$ cat src/rtl/u409_autoconfig_pkg.sv
// Shared types and constants for the U409 autoconfig responder:
// board/bus state encodings, config ROM offsets and board register values.
package u409_autoconfig_pkg;

  typedef enum logic [1:0] {BOARD0, BOARD1, DONE} board_t;
  typedef enum logic [1:0] {BUS_IDLE, BUS_WAIT, BUS_ACK} bus_t;

  localparam logic [7:0] OFF_TYPE    = 8'h00;
  localparam logic [7:0] OFF_PROD    = 8'h04;
  localparam logic [7:0] OFF_FLAGS   = 8'h08;
  localparam logic [7:0] OFF_MFG_HI  = 8'h10;
  localparam logic [7:0] OFF_MFG_LO  = 8'h14;
  localparam logic [7:0] OFF_BASE_Z3 = 8'h44;
  localparam logic [7:0] OFF_BASE_HI = 8'h48;
  localparam logic [7:0] OFF_BASE_LO = 8'h4A;
  localparam logic [7:0] OFF_SHUTUP  = 8'h4C;

  localparam logic [7:0] TYPE0  = 8'h8D;
  localparam logic [7:0] FLAGS0 = 8'h30;
  localparam logic [7:0] TYPE1  = 8'hC1;
  localparam logic [7:0] FLAGS1 = 8'h00;

endpackage

$ cat src/rtl/u409_autoconfig_rom.sv
// Config ROM lookup: (board, offset) -> nibble for D[31:28].
// Every register except er_Type is returned inverted; holes read as $F.
module u409_autoconfig_rom
  import u409_autoconfig_pkg::*;
#(
  parameter logic [15:0] MFG_ID = 16'h082C,
  parameter logic [7:0]  PROD0  = 8'h01,
  parameter logic [7:0]  PROD1  = 8'h02
) (
  input  board_t      board,
  input  logic [7:1]  offset,
  output logic [3:0]  nibble
);

  logic [7:0] reg_off;
  logic [7:0] reg_byte;
  logic       hit;
  logic [3:0] raw;

  // Register byte R sits at R (high nibble) and R+2 (low nibble).
  always_comb begin
    reg_off  = {offset[7:2], 2'b00};
    reg_byte = 8'h00;
    hit      = 1'b0;
    if (board == BOARD0) begin
      case (reg_off)
        OFF_TYPE:   begin reg_byte = TYPE0;         hit = 1'b1; end
        OFF_PROD:   begin reg_byte = PROD0;         hit = 1'b1; end
        OFF_FLAGS:  begin reg_byte = FLAGS0;        hit = 1'b1; end
        OFF_MFG_HI: begin reg_byte = MFG_ID[15:8];  hit = 1'b1; end
        OFF_MFG_LO: begin reg_byte = MFG_ID[7:0];   hit = 1'b1; end
        default:    ;
      endcase
    end else if (board == BOARD1) begin
      case (reg_off)
        OFF_TYPE:   begin reg_byte = TYPE1;         hit = 1'b1; end
        OFF_PROD:   begin reg_byte = PROD1;         hit = 1'b1; end
        OFF_FLAGS:  begin reg_byte = FLAGS1;        hit = 1'b1; end
        OFF_MFG_HI: begin reg_byte = MFG_ID[15:8];  hit = 1'b1; end
        OFF_MFG_LO: begin reg_byte = MFG_ID[7:0];   hit = 1'b1; end
        default:    ;
      endcase
    end
    raw = offset[1] ? reg_byte[3:0] : reg_byte[7:4];
    if (!hit)
      nibble = 4'hF;
    else if (reg_off == OFF_TYPE)
      nibble = raw;
    else
      nibble = ~raw;
  end

endmodule

$ cat src/rtl/u409_autoconfig.sv
// Autoconfig responder for the PCI memory window (board 0) and bridge
// register space (board 1): window decode, ROM reads, base writes, TA timing.
module u409_autoconfig
  import u409_autoconfig_pkg::*;
#(
  parameter logic [15:0] MFG_ID    = 16'h082C,
  parameter logic [7:0]  PROD0     = 8'h01,
  parameter logic [7:0]  PROD1     = 8'h02,
  parameter int unsigned WAIT_CLKS = 2
) (
  input  logic        CLK40,
  input  logic        RESETn,
  input  logic [31:0] A,
  input  logic        TSn,
  input  logic        RnW,
  input  logic [7:0]  D_IN,
  output logic [3:0]  D_OUT,
  output logic        D_OEn,
  output logic        TAn,
  output logic        TA_OEn,
  output logic        AUTOCONFIG_SPACE,
  output logic [7:0]  PCI_BASE,
  output logic        PCI_CONFIGED,
  output logic [7:0]  REG_BASE,
  output logic        REG_CONFIGED
);

  board_t     board_state, board_next;
  bus_t       bus_state, bus_next;
  logic [2:0] wait_cnt;
  logic [7:1] off_lat;
  logic       rnw_lat;
  logic [7:0] off_byte;
  logic       commit_write;
  logic [3:0] rom_nibble;
  logic       unused_addr;

  assign unused_addr      = ^{A[15:8], A[0]};
  assign AUTOCONFIG_SPACE = (A[31:16] == 16'h00E8) && (board_state != DONE);
  assign off_byte         = {off_lat, 1'b0};
  assign commit_write     = (bus_state == BUS_ACK) && !rnw_lat;

  u409_autoconfig_rom #(
    .MFG_ID (MFG_ID),
    .PROD0  (PROD0),
    .PROD1  (PROD1)
  ) u_rom (
    .board  (board_state),
    .offset (off_lat),
    .nibble (rom_nibble)
  );

  always_comb begin
    bus_next = bus_state;
    case (bus_state)
      BUS_IDLE: if (!TSn && AUTOCONFIG_SPACE) bus_next = BUS_WAIT;
      BUS_WAIT: if (wait_cnt == 3'(WAIT_CLKS)) bus_next = BUS_ACK;
      BUS_ACK:  bus_next = BUS_IDLE;
      default:  bus_next = BUS_IDLE;
    endcase
  end

  // Board advances only on a write that completes its ack clock.
  always_comb begin
    board_next = board_state;
    if (commit_write) begin
      case (board_state)
        BOARD0:  if (off_byte == OFF_BASE_Z3 || off_byte == OFF_SHUTUP) board_next = BOARD1;
        BOARD1:  if (off_byte == OFF_BASE_HI || off_byte == OFF_SHUTUP) board_next = DONE;
        default: board_next = board_state;
      endcase
    end
  end

  // TA outputs are registered from the next bus state; the clock after ACK
  // keeps TA_OEn low to actively drive TAn back high.
  always_ff @(posedge CLK40) begin
    if (!RESETn) begin
      bus_state <= BUS_IDLE;
      wait_cnt  <= 3'd0;
      off_lat   <= 7'd0;
      rnw_lat   <= 1'b1;
      TAn       <= 1'b1;
      TA_OEn    <= 1'b1;
      D_OEn     <= 1'b1;
      D_OUT     <= 4'h0;
    end else begin
      bus_state <= bus_next;
      TAn       <= !(bus_next == BUS_ACK);
      TA_OEn    <= !((bus_next == BUS_ACK) || (bus_state == BUS_ACK));
      D_OEn     <= !((bus_state == BUS_WAIT) && rnw_lat);
      wait_cnt  <= (bus_state == BUS_WAIT) ? wait_cnt + 3'd1 : 3'd0;
      if (bus_state == BUS_WAIT)
        D_OUT <= rom_nibble;
      if (bus_state == BUS_IDLE && bus_next == BUS_WAIT) begin
        off_lat <= A[7:1];
        rnw_lat <= RnW;
      end
    end
  end

  always_ff @(posedge CLK40) begin
    if (!RESETn) begin
      board_state  <= BOARD0;
      PCI_BASE     <= 8'h00;
      PCI_CONFIGED <= 1'b0;
      REG_BASE     <= 8'h00;
      REG_CONFIGED <= 1'b0;
    end else begin
      board_state <= board_next;
      if (commit_write) begin
        if (board_state == BOARD0 && off_byte == OFF_BASE_Z3) begin
          PCI_BASE     <= D_IN;
          PCI_CONFIGED <= 1'b1;
        end
        if (board_state == BOARD1 && off_byte == OFF_BASE_LO)
          REG_BASE[3:0] <= D_IN[7:4];
        if (board_state == BOARD1 && off_byte == OFF_BASE_HI) begin
          REG_BASE[7:4] <= D_IN[7:4];
          REG_CONFIGED  <= 1'b1;
        end
      end
    end
  end

endmodule

$ cat config.mk
export PLATFORM = sky130hd
export DESIGN_NAME = u409_autoconfig
export DESIGN_NICKNAME = d
export VERILOG_FILES = /design/src/rtl/u409_autoconfig_pkg.sv /design/src/rtl/u409_autoconfig_rom.sv /design/src/rtl/u409_autoconfig.sv
export SDC_FILE = /design/constraint.sdc
export NUM_CORES = 1
export LEC_CHECK = 0
export ABC_AREA = 1
export CORE_MARGIN = 4
export CORE_UTILIZATION = 43
export CTS_BUF_LIST = sky130_fd_sc_hd__clkbuf_16
export CTS_CLUSTER_SIZE = 10
export DETAILED_ROUTE_END_ITERATION = 8
export PLACE_DENSITY = 0.79
export SLEW_MARGIN = 10
export SYNTH_ARGS = -nofsm -noshare
export SYNTH_HDL_FRONTEND = slang
export SYNTH_SLANG_ARGS = --single-unit
$ cat constraint.sdc
create_clock -name CLK40 -period 1.5 [get_ports CLK40]
set_clock_uncertainty 0.1 [all_clocks]
set_input_delay 0.3 -clock CLK40 [delete_from_list [all_inputs] [get_ports CLK40]]
set_output_delay 0.3 -clock CLK40 [all_outputs]
set_load 0.01 [all_outputs]
==> impl_results.md, run 1 <==
- Met1 Resource Use GR: 24.34%
- Number of ports placed on the die boundary: 70
- GRT Resource Usage Total: roughly 20%
- Peak ir drop on the vdd network: around 0.00043 V
- Starting Density: 44.50%
- Count of vias placed by the detailed router: 2,002
- Most used cell, CP: sky130_fd_sc_hd__buf_6
- DRC violations left: 0
- Met2 Use GR: 33.17%
- Power per Cell Area: 792.3 nW/um2
- Share of cells above drive strength 1: 28.97%
- Hold-fix buffers, CTS: 0
- Vias in the first global route: 1,871
- Ratio of routed vias to standard cells: 4.895
- Worst slack on hold paths: 0.3502 ns
- Count of synthesis-stage warnings from yosys: 0
- Max-Cap Viols: 0
- CTS max path bufs: 2
- Number of cell rows: 23
- Slew @ Worst Pin: roughly 0.24 ns
- Commonest non-fill, non-tap cells in the layout: sky130_fd_sc_hd__nor2_1, sky130_fd_sc_hd__dfxtp_1, sky130_fd_sc_hd__nand2_1, sky130_fd_sc_hd__buf_4, sky130_fd_sc_hd__dlygate4sd2_1
- Layout overhead on the synthesized area: 66.71%
- Cells after Synth: 260
- Critical path required time: between 1.5 and 2 ns
- Cell at the root of the clock tree: sky130_fd_sc_hd__clkbuf_16
- H-tree depth: 2
- Wire per inst: 13.27 um
- Instance area at placement: about 2700 um2
- Wire length reported by the detailed router: around 5.4 mm
- Critical path's largest stage delay: 0.32 ns
- Horizontal die dimension: around 73 um
- Violations in the final reports: negative setup slack
- Number of hold violations in the final report: 0
- Shortest period the worst path allows: 1.518 ns
- Overall power: 2.368 mW
- Rel. slew slack: 83.95%
- Total grt overflow: 0
- Post-DRT Antenna Nets: 0
- Vertical extent of the die: 72.58 um
- Cts bufs inserted: 5
- Final weighted congestion in routability-driven placement: 0.8700
- Net count after synthesis: 306
- Leakage power of the design: between 1 and 1.5 nW
- Initial antenna violation count: 0
- Number of failing setup endpoints in the final timing report: 3
- Sort of element at the end of the critical path: flip-flop
- Met3 usage: under 10%
- Post-synth top area share: 44.66%
- Worst Slack Setup Final: -0.01809 ns
- Global route hottest layer: met2
- CP cell instances: inv_2, nand2_2, nor2_4, nand3_4, nor3_4, buf_6, buf_6, o21ai_1, nor2_1
- Worst path top cell family by delay: simple AND/OR/NAND/NOR gates
- Most common cell after layout, fill and taps aside: sky130_fd_sc_hd__nor2_1
- Violation count after the first detailed-routing iteration: 120
- Critical path buffer and inverter count: 3
- Clock tree from TritonCTS: yes
- Clock insertion delay at the later pin of the skew report: ~0.28 ns
- Count of final max-slew check failures: 0
- Pin count of the biggest net entering global routing: 17
- Number of synthesized register bits: 40
- WS Path Type: flip-flop to flip-flop
- Design area: ~3000 um2
- Post-route clock period utilization: 101.2%
- Setup repair after global routing missed its margin: yes
- Critical Path Fanout Max: 5
- Clock sink count: 40
- Average size of a mapped cell: about 6.9 um2
- First-pass detailed-route iteration total: 4
- Startpoint types: flip-flop
- Biggest area consumer among synthesized cells: sky130_fd_sc_hd__dfxtp_1
- Core Region: 4029 um2
- Synth area leaders: sky130_fd_sc_hd__dfxtp_1, sky130_fd_sc_hd__nor2_1, sky130_fd_sc_hd__nand2_1, sky130_fd_sc_hd__inv_1, sky130_fd_sc_hd__o21ai_0
- Wire length of the first global-routing pass: between 8 and 9 mm
- Number of nets at the end of the flow: 404
- Setup TNS Final: -0.03763 ns
- Cell area after technology mapping: 1793 um2
- Path category of the worst min-delay check: flip-flop to flip-flop
- Data arrival time of the critical path: roughly 1.6 ns
- Fmax: 0.6587 GHz
- Slowest library cell on the worst path: sky130_fd_sc_hd__dfxtp_2
- Fill cell total of the finished layout: about 320
- Number of inserted diodes: 0
- Reg clk slew, reported paths: 0.06 ns
- Sequential share of the synthesized area: 44.66%
- Total die area: roughly 5300 um2
- Post-synthesis cell type count: 25
- Detailed-placement wirelength estimate: 3.803 mm
- Status: finished, violations left
- Count of port buffers added during placement: 60
flip-flops by register name (all words and copies together), names as in the netlist:
name and count:
D_OEn 1, REG_BASE 8, bus_state 2, TA_OEn 1
PCI_BASE 8, wait_cnt 3, off_lat 7, rnw_lat 1
PCI_CONFIGED 1, D_OUT 4, REG_CONFIGED 1, TAn 1
board_state 2
area by class of cell:
| cell class | count | area [um2] | area share (%) |
|---|---|---|---|
| multi-input cells | 185 | 1001 | 33.49 |
| flip-flops and latches | 40 | 805.8 | 26.96 |
| clock buffers | 5 | 125.1 | 4.186 |
| well taps | 50 | 62.56 | 2.093 |
| repair buffers | 96 | 842.1 | 28.17 |
| clock inverters | 3 | 37.54 | 1.256 |
| inverters | 30 | 115.1 | 3.851 |
power by group:
group | total [mW] | internal (mW) | switching (mW)
Combinational | 0.130 | 0.0822 | 0.0476
Clock | 1.18 | 0.772 | 0.404
Sequential | 1.06 | 1.06 | 0.00000519
Total | 2.37 | 1.92 | 0.451
timing repair:
item | CTS | global route
gates resized for setup | 63 | 71
setup endpoints to repair | 42 | 32
hold endpoints to repair | 0 | 0
setup buffers | 2 | 4
pin swaps | 11 | 19
metrics by stage:
stage	instances	util, %	setup WS, ns
floorplan	260	-	0.1356
global placement	395	66.46	-0.6711
detailed placement	395	66.46	-0.7185
CTS	405	70.06	-0.01377
global route	409	74.19	-0.1038
finish	409	74.19	-0.01809
final timing paths:
check                                from                        to  slack [ns]  cells after the start
setup / recovery  off_lat[5]$_SDFFE_PN0P_  PCI_BASE[6]$_SDFFE_PN0P_       -0.02                      9
hold / removal     wait_cnt[0]$_SDFF_PN0_    wait_cnt[0]$_SDFF_PN0_        0.35                      1
setup reg to reg  off_lat[5]$_SDFFE_PN0P_  PCI_BASE[6]$_SDFFE_PN0P_       -0.02                      9
hold reg to reg    wait_cnt[0]$_SDFF_PN0_    wait_cnt[0]$_SDFF_PN0_        0.35                      1
cell usage after synthesis (all sizes together):
cell type   n
nor2       84
nand2      41
dfxtp      40
inv        30
o21ai      20
nand3      14
nand4       6
nor3        5
a21oi       4
buf         3
nand3b      3
a31oi       2
clkbuf      2
ha          2
and2        1
nor4        1
o22ai       1
xnor2       1
routing by layer:
layer  wire length (um)  vias to the layer above
met5                  0                        -
met4                109                        0
met3                230                       13
met2               2898                       49
met1               2190                      924
li1                   -                     1016
cells by family (layout without fill, tap and decap cells):
| group | count (synthesis) | after routing | share of synthesized area (%) |
|---|---|---|---|
| and+or+nand+nor | 155 | 155 | 37.82 |
| DFF | 40 | 40 | 44.66 |
| buffers and inverters | 35 | 134 | 7.886 |
| AOI/OAI and AO/OA | 27 | 27 | 7.746 |
| adders and majority gates | 2 | 2 | 1.395 |
| xor gates and xnor gates | 1 | 1 | 0.4886 |
No activity file was read; power rests on OpenSTA's default activity.
==> run 2, diff against run 1 <==
- CAP_MARGIN: not set -> 20
==> results of run 2 <==
No change in the layout: final DEF, timing and power equal those of run 1.
==> run 3, diff against run 2 <==
--- a/config.mk
+++ b/config.mk
@@ -14,4 +14,5 @@
 export DETAILED_ROUTE_END_ITERATION = 8
 export PLACE_DENSITY = 0.79
+export RECOVER_POWER = 100
 export SLEW_MARGIN = 10
 export SYNTH_ARGS = -nofsm -noshare
--- a/constraint.sdc
+++ b/constraint.sdc
@@ -3,3 +3,3 @@
 set_input_delay 0.3 -clock CLK40 [delete_from_list [all_inputs] [get_ports CLK40]]
 set_output_delay 0.3 -clock CLK40 [all_outputs]
-set_load 0.01 [all_outputs]
+set_load 0.1 [all_outputs]
==> run 3 against run 2 <==
- the run still ends with negative setup slack left
- clock-buffer cell count unchanged
- core utilization is 0.96 points higher
- via count rose by 12%
- critical path depth fell by 2
- worst hold slack got worse by 0.0066 ns
- first-iteration DRC count rose by 48%
- critical path type unchanged
==> impl_results.md, run 3 (synthesized netlist as in run 1, its figures left out) <==
- Slowest library cell on the worst path: sky130_fd_sc_hd__dfxtp_2
- CTS max path bufs: 2 (unchanged)
- Number of placed instances, taps included: 391 (-1.0%)
- Pin count of the biggest net entering global routing: 18 (+1)
- Post-route clock period utilization: 110.0% (+8.8 points)
- Number of nets at the end of the flow: 404 (unchanged)
- Layout overhead on the synthesized area: 68.88%
- Max-Cap Viols: 0 (unchanged)
- Most common cell after layout, fill and taps aside: sky130_fd_sc_hd__nor2_1
- Initial antenna violation count: 0 (unchanged)
- Starting Density: 44.50% (unchanged)
- Count of port buffers added during placement: 60 (unchanged)
- Core Region: 4029 um2 (unchanged)
- Violation count after the first detailed-routing iteration: 178 (+48%)
- Finished Layout Cells: 409 (unchanged)
- WS Path Type: flip-flop to flip-flop
- Number of ports placed on the die boundary: 70 (unchanged)
- Peak ir drop on the vdd network: 0.0006941 V (+62%)
- GRT Resource Usage Total: 21.77% (+2.3 points)
- Critical path's largest stage delay: 0.33 ns (about the same)
- Power per Cell Area: 795.5 nW/um2 (+0.41%)
- Post-DRT Antenna Nets: 0 (unchanged)
- Sort of element at the end of the critical path: flip-flop
- Total grt overflow: 0 (unchanged)
- Data arrival time of the critical path: 1.71 ns (+0.07 ns)
- Slew @ Worst Pin: 0.3164 ns (+0.07764 ns)
- DRC violations left: 0 (unchanged)
- Commonest non-fill, non-tap cells in the layout: sky130_fd_sc_hd__nor2_1, sky130_fd_sc_hd__nand2_1, sky130_fd_sc_hd__dfxtp_1, sky130_fd_sc_hd__buf_4, sky130_fd_sc_hd__clkbuf_4
- Horizontal die dimension: 72.58 um (unchanged)
- Cell at the root of the clock tree: sky130_fd_sc_hd__clkbuf_16
- Cts bufs inserted: 5 (unchanged)
- Clock insertion delay at the later pin of the skew report: 0.29 ns (about the same)
- CP cell instances: inv_2, buf_4, nand2_4, nor4_2, nand2_2, o21ai_1, nor2_1
- Number of cell rows: 23 (unchanged)
- Detailed-placement wirelength estimate: 3.849 mm (+1.2%)
- Count of vias placed by the detailed router: 2,236 (+12%)
- Final weighted congestion in routability-driven placement: 0.9149 (+5.2%)
- Count of final max-slew check failures: 0 (unchanged)
- Fmax: 0.6058 GHz (-8.0%)
- Wire per inst: 18.27 um (+38%)
- Critical Path Fanout Max: 4 (-1)
- Wire length of the first global-routing pass: 8.956 mm (+11%)
- Ratio of routed vias to standard cells: 5.467 (+12%)
- Vertical extent of the die: 72.58 um (unchanged)
- Clock tree from TritonCTS: yes
- Total die area: 5267 um2 (unchanged)
- Largest registers in the final layout: PCI_BASE (8), REG_BASE (8), off_lat (7)
- Critical path required time: 1.56 ns (-0.06 ns)
- Shortest period the worst path allows: 1.651 ns (+0.1325 ns)
- Worst Slack Setup Final: -0.1506 ns (-0.1325 ns)
- Leakage power of the design: 1.381 nW (-4.2%)
- Reg clk slew, reported paths: 0.05 ns (about the same)
- Clock sink count: 40 (unchanged)
- HP Start: wait_cnt[0]$_SDFF_PN0_
- Worst path top cell family by delay: simple AND/OR/NAND/NOR gates
- Number of hold violations in the final report: 0 (unchanged)
- Number of failing setup endpoints in the final timing report: 23 (+20)
- Launching point of the worst reg2reg path: board_state[1]$_SDFFE_PN0P_
- Overall power: 2.409 mW (+1.7%)
- Wire length reported by the detailed router: 7.472 mm (+38%)
- Critical path buffer and inverter count: 2 (-1)
- Number of inserted diodes: 0 (unchanged)
- Violations in the final reports: negative setup slack
- Rel. slew slack: 79.02% (-4.9 points)
- Hold-fix buffers, CTS: 0 (unchanged)
- Vias in the first global route: 2,015 (+7.7%)
- H-tree depth: 2 (unchanged)
- First-pass detailed-route iteration total: 7 (+3)
- Status: finished, violations left
- Startpoint types: flip-flop
- Worst slack on hold paths: 0.3436 ns (-0.006583 ns)
- Path category of the worst min-delay check: flip-flop to flip-flop
- Share of cells above drive strength 1: 38.72% (+9.7 points)
- Start point of the critical path: board_state[1]$_SDFFE_PN0P_
- Setup repair after global routing missed its margin: yes
==> run 3: routing by layer <==
metal	track usage [%]	up-vias	routed length (um)
li1	-	1021	-
met1	23.74	1006	2636
met2	40.18	151	3827
met3	4.270	58	533
met4	9.836	0	475
met5	0	-	0
==> run 3: worst paths after layout <==
kind / to / slack [ns] / cells past startpoint
worst max register to register: REG_BASE[1]$_SDFFE_PN0P_ / -0.15 / 7
worst min-delay path: wait_cnt[0]$_SDFF_PN0_ / 0.34 / 1
worst min register to register: wait_cnt[0]$_SDFF_PN0_ / 0.34 / 1
worst max-delay path: REG_BASE[1]$_SDFFE_PN0P_ / -0.15 / 7
==> run 3: area by class of cell <==
class / instances / area (um2)
fill: 256 / 1001
timing repair buffer: 96 / 813.3
clock buffer: 5 / 125.1
inverter: 30 / 117.6
tap: 50 / 62.56
multi-input combinational: 185 / 1056
sequential: 40 / 814.5
clock inverter: 3 / 38.79
==> run 3: report_power, final <==
| group | total (mW) | switching [mW] | leakage (nW) | internal, mW |
|---|---|---|---|---|
| combinational | 0.147 | 0.0602 | 0.971 | 0.0867 |
| clock | 1.20 | 0.428 | 0.0850 | 0.775 |
| sequential | 1.06 | 0.00000719 | 0.325 | 1.06 |
==> run 3: what timing repair did <==
| item | in CTS | in global routing |
|---|---|---|
| gates resized for setup | 61 | 77 |
| endpoints found under the hold margin | 0 | 0 |
| pin swaps | 15 | 20 |
| buffers inserted | 4 | 6 |
| setup endpoints to repair | 17 | 26 |
==> run 3: per-stage QoR <==
stage	util [%]	area (um2)	setup TNS, ns	worst slack (ns)
global placement	71.93	2898	-3.065	-0.3493
floorplan	-	1795	0	0.02835
detailed placement	71.93	2898	-4.235	-0.4673
finish	75.16	3028	-0.7965	-0.1506
global route	75.16	3028	-2.531	-0.1910
CTS	77.08	3105	-0.1570	-0.04619
